File: src/rtl/stopwatch_pkg.sv
// Shared definitions for the stopwatch controller and counter datapath.
// Holds the controller state encoding, the display-source select codes
// (also decoded by the datapath), and the number of lap slots.
package stopwatch_pkg;

    typedef enum logic [1:0] {
        IDLE    = 2'd0,
        RUNNING = 2'd1,
        PAUSED  = 2'd2,
        RECALL  = 2'd3
    } sw_state_t;

    localparam logic [1:0] DISP_LIVE = 2'd0;
    localparam logic [1:0] DISP_LAP1 = 2'd1;
    localparam logic [1:0] DISP_LAP2 = 2'd2;
    localparam logic [1:0] DISP_LAP3 = 2'd3;

    localparam int NUM_LAPS = 3;

endpackage

File: src/rtl/stopwatch_ctrl_recall_timer.sv
// Inactivity timer for lap-recall browsing.
// Counts tick pulses while clr_i is low and flags the tick that completes
// TIMEOUT ticks; the count wraps to zero on that tick.
//   clk_i     system clock
//   rst_i     synchronous active-high reset
//   clr_i     hold/force the count to zero (wins over tick_i)
//   tick_i    one-cycle count enable
//   expire_o  one-cycle: this tick completes the timeout
module recall_timer #(
    parameter int TIMEOUT = 300,
    parameter int TMR_W   = $clog2(TIMEOUT + 1)
) (
    input  logic clk_i,
    input  logic rst_i,
    input  logic clr_i,
    input  logic tick_i,
    output logic expire_o
);

    localparam logic [TMR_W-1:0] LAST = TMR_W'(TIMEOUT - 1);

    logic [TMR_W-1:0] cnt_q;
    logic [TMR_W-1:0] cnt_d;
    logic             at_last;

    assign at_last  = (cnt_q == LAST);
    assign expire_o = tick_i && !clr_i && at_last;

    always_comb begin
        cnt_d = cnt_q;
        if (clr_i) begin
            cnt_d = '0;
        end else if (tick_i) begin
            cnt_d = at_last ? '0 : cnt_q + TMR_W'(1);
        end
    end

    always_ff @(posedge clk_i) begin
        if (rst_i) begin
            cnt_q <= '0;
        end else begin
            cnt_q <= cnt_d;
        end
    end

endmodule

File: src/rtl/stopwatch_ctrl.sv
// Stopwatch mode controller.
// Turns debounced button pulses into run enable, clear strobe, lap-capture
// strobe/slot and display-source select for the counter datapath, and
// provides lap-recall browsing with an inactivity auto-return.
//   clk_50M    system clock
//   reset      synchronous active-high reset
//   btn_start  start/stop toggle pulse
//   btn_lap    lap capture / recall step pulse
//   btn_clear  clear pulse
//   tick_cs    centisecond tick from the datapath prescaler
//   ovf        datapath count wrapped
//   run        count enable
//   clear_dp   one-cycle clear of count and lap registers
//   lap_we     one-cycle lap capture strobe into slot lap_slot
//   lap_slot   slot index for lap_we
//   disp_sel   display source (0 live, 1..3 lap slot)
//   laps_used  number of filled lap slots
//   lap_full   all lap slots filled
module stopwatch_ctrl #(
    parameter int NUM_LAPS       = 3,
    parameter int RECALL_TIMEOUT = 300,
    parameter int TMR_W          = $clog2(RECALL_TIMEOUT + 1)
) (
    input  logic       clk_50M,
    input  logic       reset,
    input  logic       btn_start,
    input  logic       btn_lap,
    input  logic       btn_clear,
    input  logic       tick_cs,
    input  logic       ovf,
    output logic       run,
    output logic       clear_dp,
    output logic       lap_we,
    output logic [1:0] lap_slot,
    output logic [1:0] disp_sel,
    output logic [1:0] laps_used,
    output logic       lap_full
);

    import stopwatch_pkg::*;

    localparam logic [1:0] LAPS_MAX = 2'(NUM_LAPS);

    sw_state_t  state_q, state_d;
    logic       run_q, clear_dp_q, clear_dp_d, lap_we_q, lap_we_d;
    logic [1:0] lap_slot_q, lap_slot_d;
    logic [1:0] disp_sel_q, disp_sel_d;
    logic [1:0] laps_used_q, laps_used_d;
    logic       lap_full_q;
    logic       tmr_clr, tmr_expire;

    recall_timer #(
        .TIMEOUT (RECALL_TIMEOUT),
        .TMR_W   (TMR_W)
    ) u_recall_timer (
        .clk_i    (clk_50M),
        .rst_i    (reset),
        .clr_i    (tmr_clr),
        .tick_i   (tick_cs),
        .expire_o (tmr_expire)
    );

    always_comb begin
        state_d     = state_q;
        clear_dp_d  = 1'b0;
        lap_we_d    = 1'b0;
        lap_slot_d  = lap_slot_q;
        disp_sel_d  = disp_sel_q;
        laps_used_d = laps_used_q;
        // Timer runs only in RECALL; any button there restarts it, so the
        // count is already zero whenever RECALL is (re)entered.
        tmr_clr     = (state_q != RECALL) || btn_start || btn_lap || btn_clear;

        unique case (state_q)
            IDLE: begin
                disp_sel_d = DISP_LIVE;
                if (btn_clear) begin
                    clear_dp_d  = 1'b1;
                    laps_used_d = '0;
                end else if (btn_start) begin
                    state_d = RUNNING;
                end
            end
            RUNNING: begin
                // Clear is ignored here, so start is the top valid button;
                // ovf pauses without consuming a lap press.
                disp_sel_d = DISP_LIVE;
                if (btn_start || ovf) begin
                    state_d = PAUSED;
                end
                if (btn_lap && !btn_start && (laps_used_q < LAPS_MAX)) begin
                    lap_we_d    = 1'b1;
                    lap_slot_d  = laps_used_q;
                    laps_used_d = laps_used_q + 2'd1;
                end
            end
            PAUSED: begin
                disp_sel_d = DISP_LIVE;
                if (btn_clear) begin
                    state_d     = IDLE;
                    clear_dp_d  = 1'b1;
                    laps_used_d = '0;
                end else if (btn_start) begin
                    state_d = RUNNING;
                end else if (btn_lap && (laps_used_q != 2'd0)) begin
                    state_d    = RECALL;
                    disp_sel_d = DISP_LAP1;
                end
            end
            RECALL: begin
                if (btn_clear) begin
                    state_d     = IDLE;
                    clear_dp_d  = 1'b1;
                    laps_used_d = '0;
                    disp_sel_d  = DISP_LIVE;
                end else if (btn_start) begin
                    state_d    = RUNNING;
                    disp_sel_d = DISP_LIVE;
                end else if (btn_lap) begin
                    if (disp_sel_q < laps_used_q) begin
                        disp_sel_d = disp_sel_q + 2'd1;
                    end else begin
                        state_d    = PAUSED;
                        disp_sel_d = DISP_LIVE;
                    end
                end else if (tmr_expire) begin
                    state_d    = PAUSED;
                    disp_sel_d = DISP_LIVE;
                end
            end
            default: state_d = IDLE;
        endcase
    end

    always_ff @(posedge clk_50M) begin
        if (reset) begin
            state_q     <= IDLE;
            run_q       <= 1'b0;
            clear_dp_q  <= 1'b0;
            lap_we_q    <= 1'b0;
            lap_slot_q  <= '0;
            disp_sel_q  <= '0;
            laps_used_q <= '0;
            lap_full_q  <= 1'b0;
        end else begin
            state_q     <= state_d;
            run_q       <= (state_d == RUNNING);
            clear_dp_q  <= clear_dp_d;
            lap_we_q    <= lap_we_d;
            lap_slot_q  <= lap_slot_d;
            disp_sel_q  <= disp_sel_d;
            laps_used_q <= laps_used_d;
            lap_full_q  <= (laps_used_d == LAPS_MAX);
        end
    end

    assign run       = run_q;
    assign clear_dp  = clear_dp_q;
    assign lap_we    = lap_we_q;
    assign lap_slot  = lap_slot_q;
    assign disp_sel  = disp_sel_q;
    assign laps_used = laps_used_q;
    assign lap_full  = lap_full_q;

endmodule

File: config.mk
export PLATFORM = sky130hd
export DESIGN_NAME = stopwatch_ctrl
export DESIGN_NICKNAME = d
export VERILOG_FILES = /design/src/rtl/stopwatch_pkg.sv /design/src/rtl/stopwatch_ctrl_recall_timer.sv /design/src/rtl/stopwatch_ctrl.sv
export SDC_FILE = /design/constraint.sdc
export NUM_CORES = 1
export LEC_CHECK = 0
export ABC_AREA = 1
export BUFFER_PORTS_ARGS = -buffer_cell sky130_fd_sc_hd__buf_2
export CORE_MARGIN = 5
export CORE_UTILIZATION = 50
export DETAILED_ROUTE_END_ITERATION = 12
export PLACE_DENSITY = 0.83
export RECOVER_POWER = 100
export SLEW_MARGIN = 20
export SYNTH_ARGS = -nofsm -noshare
export SYNTH_HDL_FRONTEND = slang
export SYNTH_SLANG_ARGS = --single-unit
File: constraint.sdc
create_clock -name clk_50M -period 3.5 [get_ports clk_50M]
set_clock_uncertainty 0.05 [all_clocks]
set_input_delay 0.175 -clock clk_50M [delete_from_list [all_inputs] [get_ports clk_50M]]
set_output_delay 0.175 -clock clk_50M [all_outputs]
set_load 0.05 [all_outputs]
==> results_dict.tcl, run 1 <==
set metrics [dict create \
    synth-seq-cells 21 \
    antenna_found_initial 0 \
    slowest_stage "dfxtp_1" \
    hold_path_class "input pin to flip-flop" \
    gr-total-overflow 0 \
    cts_resized 0 \
    cp.depth 12 \
    netlist_top_cells_area "dfxtp_1 (39%), nand2_1 (12%), nor2_1 (10%)" \
    grt_max_degree 13 \
    end_kind "flip-flop" \
    first_iter_violations 32 \
    post_cts_buffers 0 \
    htreeDepth 1 \
    ir_drop_v 0.0002521 \
    route.met3.wl_um 84 \
    initial_core_util_pct 53.56 \
    path_max_fanout 7 \
    area_growth_pct 9.335 \
    grt_first_pass_wirelength_mm 3.870 \
    die_h_um 56.31 \
    synth_cell_types 27 \
    vias 992 \
    rsz0062_at_grt "false" \
    top_layer_used "met4" \
    drive_gt1_share_pct 9.770 \
    portBuffers 16 \
    cts_sinks 21 \
    antennaDiodeCount 0 \
    fp.dieW_um 56.31 \
    fillers 205 \
    drtPass1Iterations 4 \
    netlist_area_um2 1072 \
    p_per_area_nw_per_um2 361.5 \
    setup_viol 0 \
    required_ns 3.66 \
    die_area_um2 3171 \
    crit_path_start "u_recall_timer.cnt_q[0]$_SDFFE_PP0P_" \
    path_clk_slew_ns 0.12 \
    syn_area_per_cell_um2 6.918 \
    tightest_slew_ns 0.6036 \
    final_max_slew_viol_count 0 \
    dpl.hpwl_mm 1.720 \
    cp_top_family "simple AND/OR/NAND/NOR gates" \
    cts_tree "yes" \
    fin_tns_setup_ns 0 \
    syn_inst 155 \
    via_per_inst 4.935 \
    crit_chain "ha_1 > inv_1 > nor2_1 > nand2_1 > nor2_1 > nand2_1 > nand2_1 > clkinvlp_2 > nand2_1 > o21ai_0 > o21ai_0 > inv_1" \
    fin_crit_ns 1.830 \
    cp_slowest_stage_delay_ns 0.37 \
    fp-row-count 16 \
    setup.worst_path.end "disp_sel[1]$_SDFFE_PP0P_" \
    hold_viol_final 0 \
    placed_cells 197 \
    wl_mm 2.103 \
    r2r-start "u_recall_timer.cnt_q[0]$_SDFFE_PP0P_" \
    clockRootBuffer "clkbuf_4" \
    wl_met1_um 957 \
    final_nets 186 \
    status "complete, no violations" \
    grt.total_usage_pct 14.80 \
    clockBufferDepth 2 \
    synth_nets 166 \
    insertion_delay_ns 0.30 \
    fin_crit_sh_pct 52.28 \
    ff2ff_setup_slack_ns 1.67 \
    r2r_cells 12 \
    ys_seq_area_share_pct 39.21 \
    worst-setup-path-type "flip-flop to flip-flop" \
    ys_warn_count 0 \
    relSlewSlack_pct 59.93 \
    ant_nets 0 \
    wl_met2_mm 1.039 \
    gp_congestion 0.7948 \
    yosysTopAreaCell "dfxtp_1" \
    clock.fmax_ghz 0.5465 \
    reg2reg_to "disp_sel[1]$_SDFFE_PP0P_" \
    worst_slack_ns 1.670 \
    critPathLaunchType "flip-flop" \
    pin_count 17 \
    cts_buffers 3 \
    drc 0 \
    path_common_cell "nand2_1" \
    place_ws_ns 1.912 \
    routedWlPerCell_um 10.46 \
    drv_cap 0 \
    hold_slack_ns 0.1068 \
    synth_top_cell_area_share_pct 39.21 \
    leakage_nw 0.4829 \
    crit_arrival_ns 1.99 \
    grt_pass1_vias 973 \
    core_um2 2002 \
    path_buf_inv 3 \
    ctsHoldBuffers 0 \
    instances_no_fill 201 \
]
## state kept, by name (all words and copies together) (netlist names)
register / count
u_recall_timer.cnt_q: 9
disp_sel: 2
lap_slot: 2
laps_used: 2
state_q: 2
clear_dp: 1
lap_full: 1
lap_we: 1
run: 1
## power breakdown
| part | leakage [nW] | internal [mW] | total, mW | switching (mW) |
|---|---|---|---|---|
| sequential | 0.170 | 0.245 | 0.250 | 0.00489 |
| clock | 0.0177 | 0.0426 | 0.116 | 0.0738 |
| combinational | 0.295 | 0.0154 | 0.0572 | 0.0418 |
| total | 0.483 | 0.303 | 0.424 | 0.120 |
## synth_stat cells, drive strengths merged
library cell  number
a32oi              1
xor2               1
buf                1
nand3              2
nor4               2
dfxtp             21
clkinv             1
nor3b              2
ha                 4
o21a               1
o21ai              6
nor2              32
a21oi              9
nor3               7
nand2             38
a31oi              1
o22ai              1
nand3b             1
inv               22
nand4              2
## cell type report
cell class	count	area [um2]	share of cell area, %
clock buffer	3	22.52	1.921
tap	27	33.78	2.882
timing repair buffer	16	67.56	5.763
sequential	21	420.4	35.86
multi-input combinational	110	535.5	45.68
clock inverter	1	5.005	0.4269
inverter	23	87.58	7.471
## cell families after synthesis
kind of cell    count (synthesis)  share of synthesized area, %
simple gates                   86                         36.41
buf+inv                        24                         8.868
flops                          21                         39.21
compound gates                 19                         10.04
fa+ha+maj                       4                         4.668
xor+xnor                        1                        0.8170
## cell usage in the layout, fill, tap and decap left out
master      instances
nand2_1            36
nor2_1             31
dfxtp_1            21
inv_1              20
clkbuf_1           10
a21oi_1             9
nor3_1              6
o21ai_0             6
buf_2               6
ha_1                4
clkbuf_4            3
nand2_2             2
inv_2               2
nor4_1              2
nand3_1             2
nand4_1             2
nor3b_1             2
xor2_1              1
nor2_4              1
clkinvlp_2          1
nand3b_1            1
a31oi_1             1
nor3_2              1
a32oi_1             1
o22ai_1             1
o21a_1              1
clkinv_2            1
## layer usage
metal	GRT usage [%]	vias to the layer above
met3	2.294	4
met1	17.48	439
met4	5.424	0
li1	-	531
met2	26.71	18
met5	0	-
## worst reg2reg max path, delay by kind of cell, from the launching register on
family	cells	cell delay [ns]
AND/OR/NAND/NOR	6	0.70
buffers and inverters	3	0.22
flip-flops	1	0.37
adder cells (fa/ha/maj)	1	0.18
AO/OA/AOI/OAI	2	0.21
## worst min path at each step
stage	end	slack, ns	from	cells after the start
detailed placement	lap_slot[0]$_SDFFE_PP0P_	0.41	lap_slot[0]$_SDFFE_PP0P_	2
finish	disp_sel[0]$_SDFFE_PP0P_	0.11	reset	2
global route	u_recall_timer.cnt_q[0]$_SDFFE_PP0P_	0.12	tick_cs	3
global placement	lap_slot[0]$_SDFFE_PP0P_	0.40	lap_slot[0]$_SDFFE_PP0P_	2
floorplan	u_recall_timer.cnt_q[0]$_SDFFE_PP0P_	0.27	tick_cs	2
CTS	disp_sel[0]$_SDFFE_PP0P_	0.10	reset	2
## stage by stage
step                      power, mW  utilization, %  cell area (um2)
final                        0.4239           58.56             1172
after global routing         0.4480           58.56             1172
after CTS                    0.4297           60.25             1206
after detailed placement     0.3163           58.88             1179
after global placement       0.3148           58.88             1179
after floorplan              0.3001               -             1072
Note: power is estimated with default switching activity, not from simulation.
==> inputs of run 2 (changes only) <==
Settings changed: ABC_AREA 1 to 0.
Clock period 3.5 ns to 1.7 ns, I/O delays scaled along.
==> run 2 against run 1 <==
Effect of this change: hold slack worse by 0.068 ns; wire length increased by 2.2%; sequential share of layout area is 1.1 points lower; power is 100% higher; utilization increased by 2.4 points; fmax is 15% higher; final cell count fell by 19%.
==> results_dict.tcl, run 2 <==
set metrics [dict create \
    dpl.hpwl_mm 1.646 \
    top_layer_used "met4" \
    synth_cell_types 36 \
    crit_path_start "state_q[1]$_SDFF_PP0_" \
    fin_crit_ns 1.588 \
    r2r_cells 4 \
    slowest_stage "dfxtp_1" \
    clockRootBuffer "clkbuf_4" \
    setup.worst_path.end "disp_sel[0]$_SDFFE_PP0P_" \
    tightest_slew_ns 0.6078 \
    area_growth_pct 13.22 \
    htreeDepth 1 \
    worst-setup-path-type "flip-flop to flip-flop" \
    grt_first_pass_wirelength_mm 3.946 \
    cts_sinks 21 \
    path_clk_slew_ns 0.12 \
    synth_nets 126 \
    synth_edf_count 0 \
    reg2reg_to "disp_sel[0]$_SDFFE_PP0P_" \
    vias 882 \
    relSlewSlack_pct 59.65 \
    synth_top_cell_area_share_pct 38.98 \
    netlist_area_um2 1079 \
    rsz0062_at_grt "false" \
    ant_nets 0 \
    p_per_area_nw_per_um2 707.0 \
    die_h_um 56.45 \
    core_um2 2002 \
    hold_viol_final 0 \
    ir_drop_v 0.0005512 \
    post_cts_buffers 0 \
    worst_slack_ns 0.1120 \
    routedWlPerCell_um 13.27 \
    drv_cap 0 \
    status "complete, no violations" \
    fp-row-count 16 \
    place_ws_ns 0.01888 \
    clockBufferDepth 2 \
    via_per_inst 5.444 \
    synth_top_flop_cell "dfxtp_1" \
    top_register "u_recall_timer.cnt_q" \
    crit_arrival_ns 1.79 \
    critPathLaunchType "flip-flop" \
    r2r-start "state_q[1]$_SDFF_PP0_" \
    final_nets 147 \
    antenna_found_initial 0 \
    route.met3.wl_um 107 \
    initial_core_util_pct 53.87 \
    netlist_top_cells_area "dfxtp_1 (39%), nor2_1 (5.9%), xor2_1 (5.7%)" \
    gp_congestion 0.9956 \
    final_common_cell "dfxtp_1" \
    largest_reg_flops 9 \
    drive_gt1_share_pct 19.26 \
    insertion_delay_ns 0.31 \
    yosysTopAreaCell "dfxtp_1" \
    clock.fmax_ghz 0.6297 \
    cp.depth 4 \
    wl_met2_mm 1.077 \
    final_max_slew_viol_count 0 \
    synthArstFlopShare_pct 0 \
    first_iter_violations 15 \
    leakage_nw 0.4425 \
    wl_mm 2.149 \
    required_ns 1.90 \
    grt_pass1_vias 901 \
    crit_chain "nand2b_1 > or4_1 > nand2b_4 > o22ai_4" \
    pin_count 17 \
    die_area_um2 3186 \
    hold_path_class "input pin to flip-flop" \
    antennaDiodeCount 0 \
    synth-seq-cells 21 \
    grt_max_degree 14 \
    fp.dieW_um 56.45 \
    fin_crit_sh_pct 93.41 \
    syn_area_per_cell_um2 9.379 \
    drc 0 \
    grt.total_usage_pct 15.43 \
    cts_buffers 3 \
    portBuffers 16 \
    end_kind "flip-flop" \
    path_max_fanout 10 \
    power_uw 863.3 \
    ys_seq_area_share_pct 38.98 \
    cts_tree "yes" \
    synthTopCellsByCount "dfxtp_1 (21), nor2_1 (17), nand3_1 (7), xor2_1 (7)" \
    final_cell_mix "dfxtp_1 (18), nor2_1 (17), clkbuf_1 (10)" \
    cp_slowest_stage_delay_ns 0.52 \
    setup_viol 0 \
    yosys.cell_count.top_type "dfxtp_1" \
    wl_met1_um 921 \
    ys_warn_count 0 \
    fin_tns_setup_ns 0 \
    ff2ff_setup_slack_ns 0.11 \
    cp_top_family "simple AND/OR/NAND/NOR gates" \
    syn_inst 115 \
    gr-total-overflow 0 \
    path_buf_inv 0 \
    drtPass1Iterations 4 \
]
run 2: cell types whose count changed after synthesis, moves of 5 or more:
cell     delta
nand3_1     +5
inv_1      -15
o21ai_0     -5
xor2_1      +6
nand2_1    -30
nor2_1     -12
run 2: worst min-delay path by stage:
stage	startpoint	end	slack, ns	cells past startpoint
finish	reset	lap_slot[0]$_SDFFE_PP0P_	0.04	2
global route	reset	laps_used[0]$_SDFF_PP0_	0.03	2
CTS	tick_cs	u_recall_timer.cnt_q[1]$_SDFFE_PP0P_	0.03	3
floorplan	reset	u_recall_timer.cnt_q[1]$_SDFFE_PP0P_	0.21	2
detailed placement	reset	lap_slot[0]$_SDFFE_PP0P_	0.36	2
global placement	reset	lap_slot[1]$_SDFFE_PP0P_	0.35	2
run 2: cell families (layout without fill, tap and decap cells):
logic type	after synthesis	count (layout)	share of synthesized area [%]
adders and majority gates	4	4	4.641
xor gates and xnor gates	8	8	6.497
buffers and inverters	8	28	3.481
AOI/OAI and AO/OA	14	14	10.67
DFF	21	21	38.98
and+or+nand+nor	56	56	32.02
muxes	4	4	3.712
run 2: report_power, final:
group          switching, mW  internal, mW  total [mW]
clock network          0.159        0.0897       0.248
registers            0.00947         0.502       0.511
logic                 0.0655        0.0383       0.104
total                  0.234         0.630       0.863
run 2: cell type report:
class | count | area [um2]
flip-flops and latches | 21 | 424.2
multi-input cells | 86 | 624.3
well taps | 27 | 33.78
repair buffers | 19 | 90.09
inverters | 5 | 18.77
fillers | 176 | 780.7
clock buffers | 3 | 22.52
clock inverters | 1 | 7.507
run 2: worst reg2reg max path, stage by stage (launching register included):
cell      delay (ns)
dfxtp_1         0.52
nand2b_1        0.14
or4_1           0.44
nand2b_4        0.23
o22ai_4         0.15
run 2: per-layer routing:
layer / track usage (%) / vias up
li1: - / 438
met1: 17.78 / 412
met2: 25.91 / 26
met3: 3.899 / 6
met4: 8.136 / 0
met5: 0 / -
run 2: metrics by stage:
step / cell area, um2 / std cells / hold slack [ns] / utilization [%]
floorplan: 1081 / 115 / 0.2130 / -
global placement: 1199 / 158 / 0.3518 / 59.88
detailed placement: 1199 / 158 / 0.3600 / 59.88
CTS: 1234 / 162 / 0.02696 / 61.63
global route: 1221 / 162 / 0.02970 / 61.00
finish: 1221 / 162 / 0.03880 / 61.00
run 2: what timing repair did:
action | 4_1_cts | 5_1_grt
setup endpoints to repair | 2 | 4
pin swaps | 0 | 1
gates resized for setup | 1 | 2
hold buffers | 0 | 0
